[config.mk]
export PLATFORM = sky130hd
export DESIGN_NAME = imem_fetch_ctrl
export DESIGN_NICKNAME = d
export VERILOG_FILES = /design/src/rtl/imem_fetch_ctrl.sv
export SDC_FILE = /design/constraint.sdc
export NUM_CORES = 1
export LEC_CHECK = 0
export BUFFER_PORTS_ARGS = -buffer_cell sky130_fd_sc_hd__buf_2
export CAP_MARGIN = 25
export CORE_MARGIN = 3
export CORE_UTILIZATION = 55
export CTS_CLUSTER_SIZE = 8
export DETAILED_ROUTE_END_ITERATION = 6
export PLACE_DENSITY = 0.79
export SLEW_MARGIN = 0
export SYNTH_ARGS = -nofsm -noshare
export SYNTH_HDL_FRONTEND = slang
export SYNTH_SLANG_ARGS = --single-unit
[constraint.sdc]
create_clock -name i_clk -period 3.68 [get_ports i_clk]
set_input_delay 0.736 -clock i_clk [delete_from_list [all_inputs] [get_ports i_clk]]
set_output_delay 0.736 -clock i_clk [all_outputs]
set_load 0.1 [all_outputs]
[src/rtl/imem_fetch_ctrl.sv]
`default_nettype none
// ============================================================================
// imem_fetch_ctrl : fetch PC owner; one imem read per cycle, 1-cycle read
//                   latency absorbed in a small queue, valid/ready to decode.
// Revision        : 1.0
// ============================================================================
module imem_fetch_ctrl #(
  parameter int                    ADDR_WIDTH = 32,
  parameter int                    INST_WIDTH = 32,
  parameter logic [ADDR_WIDTH-1:0] RESET_PC   = '0,
  parameter int                    QDEPTH     = 2
) (
  input  logic                  i_clk,
  input  logic                  i_rst_n,
  output logic                  o_imem_req,
  output logic [ADDR_WIDTH-1:0] o_imem_addr,
  input  logic [INST_WIDTH-1:0] i_imem_rdata,
  input  logic                  i_redirect_valid,
  input  logic [ADDR_WIDTH-1:0] i_redirect_pc,
  input  logic                  i_halt,
  output logic                  o_inst_valid,
  input  logic                  i_inst_ready,
  output logic [INST_WIDTH-1:0] o_inst,
  output logic [ADDR_WIDTH-1:0] o_inst_pc,
  output logic                  o_halted
);

  localparam int PTR_W = $clog2(QDEPTH);
  localparam int CNT_W = PTR_W + 1;
  localparam logic [CNT_W:0]        DEPTH_LIM  = (CNT_W+1)'(QDEPTH);
  localparam logic [ADDR_WIDTH-1:0] ALIGN_MASK = ~(ADDR_WIDTH'(3));
  localparam logic [ADDR_WIDTH-1:0] PC_STEP    = ADDR_WIDTH'(4);

  typedef enum logic [1:0] {
    ST_BOOT  = 2'd0,
    ST_FETCH = 2'd1,
    ST_HALT  = 2'd2
  } state_t;

  state_t                state_q, state_d;
  logic [ADDR_WIDTH-1:0] pc_q, pc_d;
  logic [CNT_W-1:0]      count_q, count_d;
  logic [PTR_W-1:0]      rd_ptr_q, rd_ptr_d;
  logic [PTR_W-1:0]      wr_ptr_q, wr_ptr_d;
  logic                  inflight_q, inflight_d;
  logic [ADDR_WIDTH-1:0] inflight_pc_q, inflight_pc_d;

  logic [INST_WIDTH-1:0] qmem_inst [QDEPTH];
  logic [ADDR_WIDTH-1:0] qmem_pc   [QDEPTH];

  logic                  redir_act;
  logic                  empty;
  logic                  pop;
  logic                  push;
  logic                  issue;
  logic [ADDR_WIDTH-1:0] redir_pc;
  logic [ADDR_WIDTH-1:0] fetch_addr;
  logic [CNT_W:0]        occ;

  always_comb begin
    redir_act    = i_redirect_valid && (state_q != ST_BOOT);
    redir_pc     = i_redirect_pc & ALIGN_MASK;
    empty        = (count_q == '0);
    o_inst_valid = !empty && !i_redirect_valid;
    pop          = o_inst_valid && i_inst_ready;
    // a redirect flushes the queue, so the returning response is dropped
    push         = inflight_q && !redir_act;
    // slots committed once this cycle's push/pop retire
    occ          = {1'b0, count_q} + (CNT_W+1)'(inflight_q) - (CNT_W+1)'(pop);

    state_d    = state_q;
    pc_d       = pc_q;
    issue      = 1'b0;
    fetch_addr = pc_q;

    case (state_q)
      ST_BOOT: begin
        state_d = i_halt ? ST_HALT : ST_FETCH;
        if (i_redirect_valid) pc_d = redir_pc;
      end
      ST_FETCH: begin
        state_d = i_halt ? ST_HALT : ST_FETCH;
        if (redir_act) begin
          fetch_addr = redir_pc;
          issue      = !i_halt;
        end else begin
          issue = (occ < DEPTH_LIM) && !i_halt;
        end
      end
      ST_HALT: begin
        if (redir_act) begin
          state_d    = ST_FETCH;
          fetch_addr = redir_pc;
          issue      = !i_halt;
        end else if (!i_halt) begin
          state_d = ST_FETCH;
        end
      end
      default: state_d = ST_BOOT;
    endcase

    if (issue)          pc_d = fetch_addr + PC_STEP;
    else if (redir_act) pc_d = redir_pc;

    inflight_d    = issue;
    inflight_pc_d = fetch_addr;

    if (redir_act) begin
      count_d  = '0;
      rd_ptr_d = '0;
      wr_ptr_d = '0;
    end else begin
      count_d  = count_q + CNT_W'(push) - CNT_W'(pop);
      rd_ptr_d = rd_ptr_q + PTR_W'(pop);
      wr_ptr_d = wr_ptr_q + PTR_W'(push);
    end
  end

  always_ff @(posedge i_clk or negedge i_rst_n) begin
    if (!i_rst_n) begin
      state_q       <= ST_BOOT;
      pc_q          <= RESET_PC & ALIGN_MASK;
      count_q       <= '0;
      rd_ptr_q      <= '0;
      wr_ptr_q      <= '0;
      inflight_q    <= 1'b0;
      inflight_pc_q <= '0;
    end else begin
      state_q       <= state_d;
      pc_q          <= pc_d;
      count_q       <= count_d;
      rd_ptr_q      <= rd_ptr_d;
      wr_ptr_q      <= wr_ptr_d;
      inflight_q    <= inflight_d;
      inflight_pc_q <= inflight_pc_d;
    end
  end

  // payload storage needs no reset: count gates every read
  always_ff @(posedge i_clk) begin
    if (push) begin
      qmem_inst[wr_ptr_q] <= i_imem_rdata;
      qmem_pc[wr_ptr_q]   <= inflight_pc_q;
    end
  end

  assign o_imem_req  = issue;
  assign o_imem_addr = fetch_addr;
  assign o_inst      = empty ? '0 : qmem_inst[rd_ptr_q];
  assign o_inst_pc   = empty ? '0 : qmem_pc[rd_ptr_q];
  assign o_halted    = (state_q == ST_HALT) && empty && !inflight_q;

endmodule
`default_nettype wire
==> results of run 1 <==
-- cells in the mapped netlist, drive strengths merged (11+ instances only) --
cell / instances / share of area [%]
and4: 12 / 1.2
mux2i: 76 / 8.5
mux2: 21 / 2.6
inv: 13 / 0.54
nand3: 24 / 1.3
buf: 11 / 0.63
nor2: 81 / 3.4
nand2: 98 / 4.1
a21oi: 19 / 1.1
dfrtp: 71 / 20
clkbuf: 26 / 1.1
edfxtp: 128 / 43
-- layout by cell type (no fill, tap or decap), types with 17 or more instances in the layout --
| cell | instances |
|---|---|
| clkbuf_16 | 17 |
| dfrtp_1 | 69 |
| buf_12 | 35 |
| buf_2 | 135 |
| nand3_1 | 24 |
| a21oi_1 | 19 |
| edfxtp_1 | 128 |
| nand2_1 | 96 |
| mux2i_1 | 76 |
| nor2_1 | 79 |
| mux2_2 | 21 |
-- path summary, 6_finish.rpt --
path,start,slack (ps),end,cells past startpoint
max in group asynchronous,i_rst_n,2560,inflight_pc_q[20],2
worst min-delay path,i_rst_n,380,pc_q[30],1
min in group i_clk,inflight_pc_q[23],440,qmem_pc[1][23],0
worst max-delay path,count_q[1],170,o_imem_req,10
worst min register to register,inflight_pc_q[23],440,qmem_pc[1][23],0
worst max register to register,count_q[1],620,pc_q[10],12
-- cell type report --
class / count / share of cell area, %
Sequential cell: 199 / 50.1
Multi-Input combinational cell: 482 / 28.9
Clock buffer: 17 / 3.79
Tap cell: 216 / 2.41
Clock inverter: 15 / 1.15
Timing Repair Buffer: 185 / 13.3
Inverter: 13 / 0.435
-- cells by family (layout without fill, tap and decap cells) --
group / Yosys count / count (layout) / share of synthesized area [%]
simple gates: 271 / 271 / 14.0
flops: 199 / 199 / 62.5
mux: 97 / 97 / 11.1
compound gates: 91 / 91 / 7.35
buf+inv: 50 / 230 / 2.25
xor+xnor: 12 / 12 / 1.17
fa+ha+maj: 11 / 11 / 1.61
-- registers in the layout, indices dropped and copies added (netlist names) --
register	cells
qmem_inst	64
qmem_pc	64
inflight_pc_q	32
pc_q	32
count_q	2
state_q	2
inflight_q	1
rd_ptr_q	1
wr_ptr_q	1
-- metrics by stage --
stage / setup WS [ps] / instance area [µm²]
floorplan: -137 / 9070
global placement: 264 / 10700
detailed placement: 249 / 10700
CTS: 56.5 / 11200
global route: 31.1 / 11200
finish: 165 / 11200
-- routing by layer --
layer	vias up	track usage, %	wire length [µm]
met1	3216	33.7	9000
met5	-	0	0
met2	275	38.5	10200
met4	0	7.43	330
met3	31	4.61	1550
li1	3017	-	-
-- timing repair --
action / 4_1_cts / 5_1_grt
endpoints found under the setup margin: 1 / 1
gates resized for setup: 1 / 1
setup buffers: 0 / 0
-- critical path, stage by stage, from the launching register on --
cell,delay (ps)
dfrtp_2,490
nor2_4,140
nor2_4,50
and2_4,150
ha_4,200
nand2b_4,140
fa_1,520
and4b_1,290
a2bb2oi_4,110
inv_2,90
buf_12,170
==> flow_summary.yaml, run 1 <==
timing:
  finClkSkew_ps: 9.83
  holdWs_ps: 385
  worst_slew_pin_slew_ps: 785
  setup_viol: 0
  slew_headroom_pct: 47.7
  period_share_pct: 95.5
  finalCriticalPeriod_ps: 3510
  tns_ps: 0
  grt_setup_unrepaired: "no"
  clock.fmax_mhz: 285
  report.final.slew_viol_count: 0
  hold_viol_final: 0
layout:
  fill_cells: 1125
  num-nets-final: 978
  utilization_pct: 70.4
  num_antenna_cells: 0
  area_growth_pct: 24.9
  seqCellArea_mm2: 0.00563
  drive_above_1_share_pct: 28.8
  multi_input_area_mm2: 0.00324
  fin_cells: 1127
yosys:
  netlist_instances: 731
  ys.flop_type: "edfxtp_1"
  netlist_area_mm2: 0.00899
  synth_nets: 811
  synth-seq-cells: 199
  synth_seq_area_share_pct: 62.5
  avgSynthCellArea_um2: 12.3
  synth-edff-count: 128
  yosys_warnings: 0
  async_reset_ff_share_pct: 35.7
  synth.distinct_cells: 62
setup_path:
  cp_data_arrival_time_ps: 2780
  critPathKind: "flop to output port"
  cp_data_required_time_ps: 2940
  endpoint_kind: "output port"
  startpoint_type: "flop"
  cp_max_fo: 5
floorplanning:
  fp-row-count: 46
  core_mm2: 0.0159
  die_w_um: 134
  dieArea_mm2: 0.0179
  die_h_um: 134
  ios: 168
  start_util_pct: 56.4
global_routing:
  grt_max_degree: 66
  grt_pass1_vias: 6349
  track_usage_pct: 24.0
  grt-ovfl-total: 0
  grt_pass1_wl_mm: 33.3
  antenna_found_initial: 0
run:
  maxCapViolCount: 0
placement:
  portBuffers: 165
  gp_congestion: 0.914
  place_inst: 1095
  hpwl_mm: 14.3
clock_tree:
  root_buffer: "clkbuf_16"
  cts_buffer_depth: 2
  cts_buffers: 17
  clk_pin_slew_ps: 70
  cts.htree.levels: 4
  clock_sinks: 199
  cts_hold_buffers: 0
  clk_latency_ps: 430
  tritoncts: "done"
detailed_routing:
  drt_iter0_drc: 631
  drcViolationCount: 0
  wire_per_inst_um: 18.7
  vias: 6539
  vias_per_cell: 5.80
  first_pass_iters: 5
  drt_wl_total_mm: 21.1
  ant_nets: 0
worst_hold_path:
  holdCritPathClass: "input pin to asynchronous set/reset pin"
outcome:
  status: "completed"
Power of run 1 is left out: the tool's default activity adds up to more than one toggle a clock period on the data nets, which glitch-free logic cannot reach.
==> run 2: changes to the inputs <==
- ABC_AREA: not set -> 1
- GPL_TIMING_DRIVEN: not set -> 0
==> run 2 against run 1 <==
First-iteration DRC count decreased by 11%. Register-to-register slack gained 60 ps. Non-clock buffer count grew 28. Global-route usage grew 0.91 points. Sequential share of layout area up 0.83 points. Core utilization down 1.9 points. Critical endpoint unchanged. Highest routed layer unchanged.
==> flow_summary.yaml, run 2 <==
outcome:
  status: "completed"
yosys:
  synth_seq_area_share_pct: 61.0
  ys.flop_type: "edfxtp_1"
  synth-edff-count: 128
  yosys_warnings: 0
  synth-seq-cells: 199
  synth.most_common_cell: "nand2_1"
  synth_area_leaders: "edfxtp_1 42%, dfrtp_1 19%, nand2_1 13%"
  async_reset_ff_share_pct: 35.7
  netlist_area_mm2: 0.00921
  yosys.area.top_type: "edfxtp_1"
  synth.distinct_cells: 38
  yosysTopAreaCellShare_pct: 41.8
  netlist_instances: 929
  avgSynthCellArea_um2: 9.91
  synth_commonest_cells: "330 x nand2_1, 128 x edfxtp_1, 73 x a21oi_1"
  synth_nets: 1009
detailed_routing:
  drt_wl_total_mm: 22.1
  wire_per_inst_um: 16.4
  ant_nets: 0
  vias_per_cell: 5.39
  drcViolationCount: 0
  vias: 7249
  drt_iter0_drc: 563
  first_pass_iters: 7
global_routing:
  grt_pass1_wl_mm: 35.3
  grt_max_degree: 72
  grt_pass1_vias: 6933
  grt-ovfl-total: 0
  track_usage_pct: 24.9
  antenna_found_initial: 0
setup_path:
  endpoint_kind: "output port"
  cp_data_required_time_ps: 2940
  crit_slowest_cell: "dfrtp_2"
  r2r_slack_ps: 680
  r2r.worst_path.cells: 17
  cp_data_arrival_time_ps: 2760
  worstReg2RegStart: "count_q[0]"
  startpoint_type: "flop"
  critPathMaxStageDelay_ps: 450
  cp_max_fo: 12
  worstReg2RegEnd: "pc_q[22]"
  critPathKind: "flop to output port"
  path_cells: "nor2_4 > nor2_4 > nand2_2 > inv_1 > ha_1 > inv_1 > nand2_1 > fa_1 > xor2_1 > o21ai_2 > nand2_2 > inv_6 > buf_12"
layout:
  final_cell_mix: "329 x nand2_1, 169 x buf_2, 128 x edfxtp_1, 73 x a21oi_1, 69 x dfrtp_1"
  largestRegisters: "qmem_inst (64), qmem_pc (64)"
  drive_above_1_share_pct: 27.0
  layout_commonest_cell: "nand2_1"
  area_growth_pct: 19.9
  num_antenna_cells: 0
  num-nets-final: 1197
  fin_cells: 1346
clock_tree:
  cts.htree.levels: 4
  clk_latency_ps: 440
  clock_sinks: 199
  cts_buffer_depth: 2
  clk_pin_slew_ps: 80
  tritoncts: "done"
  root_buffer: "clkbuf_16"
  cts_buffers: 17
  cts_hold_buffers: 0
timing:
  finalCriticalPeriod_ps: 3500
  worst_slew_pin_slew_ps: 878
  clock.fmax_mhz: 286
  finClkSkew_ps: 12.0
  setup_viol: 0
  tns_ps: 0
  hold_viol_final: 0
  holdWs_ps: 303
  slew_headroom_pct: 41.5
  grt_setup_unrepaired: "no"
  report.final.slew_viol_count: 0
  period_share_pct: 95.0
placement:
  hpwl_mm: 15.4
  gp_congestion: 0.935
  place_inst: 1310
  portBuffers: 164
floorplanning:
  fp-row-count: 46
  die_h_um: 135
  core_mm2: 0.0161
  dieArea_mm2: 0.0183
  die_w_um: 135
  start_util_pct: 57.1
  ios: 168
run:
  maxCapViolCount: 0
worst_hold_path:
  holdCritPathClass: "input pin to asynchronous set/reset pin"
[run 2: cell count changes after synthesis, sizes merged, moves of 21 or more]
cell and delta:
inv +40, nand3 +23, a21oi +54, mux2 -21, nand2 +270, mux2i -75
[run 2: worst max-delay path by stage]
stage | startpoint | slack, ps | to
after global routing | count_q[0] | 50 | o_imem_req
after global placement | i_redirect_valid | -610 | o_imem_req
after detailed placement | i_redirect_valid | -610 | o_imem_req
after floorplan | i_redirect_valid | -380 | o_imem_req
after CTS | count_q[0] | 40 | o_imem_req
final | count_q[0] | 180 | o_imem_req
[run 2: per-stage QoR]
| stage | area [µm²] | setup WS [ps] | utilization (%) |
|---|---|---|---|
| finish | 11000 | 183 | 68.5 |
| global route | 11000 | 50.9 | 68.5 |
| CTS | 11000 | 36.3 | 68.5 |
| detailed placement | 10400 | -608 | 64.3 |
| global placement | 10300 | -608 | 64.0 |
| floorplan | 9220 | -384 | - |
[run 2: layer usage]
layer / wire length [µm] / part of all wire, % / up-vias / global-route usage (%)
li1: - / - / 3458 / -
met2: 10300 / 47 / 370 / 40.3
met4: 708 / 3.2 / 0 / 10.9
met1: 8980 / 41 / 3368 / 32.3
met3: 2110 / 9.5 / 53 / 5.91
met5: 0 / 0 / - / 0
[run 2: cell families after synthesis]
group | Yosys count | share of synthesized area, %
buffers and inverters | 97 | 5.00
and+or+nand+nor | 509 | 25.5
DFF | 199 | 61.0
AOI/OAI and AO/OA | 101 | 5.71
muxes | 1 | 0.109
xor gates and xnor gates | 11 | 1.05
adders and majority gates | 11 | 1.58
[run 2: layout make-up]
| class | instances | area [µm²] |
|---|---|---|
| Buffer | 42 | 246 |
| Clock buffer | 17 | 425 |
| Clock inverter | 15 | 183 |
| Fill cell | 1244 | 5070 |
| Inverter | 53 | 204 |
| Multi-Input combinational cell | 633 | 3180 |
| Sequential cell | 199 | 5620 |
| Tap cell | 216 | 270 |
| Timing Repair Buffer | 171 | 911 |
[run 2: repair_timing]
action / CTS / global route
pin swaps: 1 / 2
buffers inserted: 3 / 3
resized for setup: 14 / 0
setup endpoints to repair: 1 / 1
[run 2: worst max-delay path: cells and delay by family, from the launching register on]
kind	cells	cell delay, ps
adder cells (fa/ha/maj)	2	640
AO/OA/AOI/OAI	1	150
AND/OR/NAND/NOR	5	460
flip-flops	1	450
XOR/XNOR	1	170
buffers and inverters	4	460
Power of run 2 is left out for the same reason.
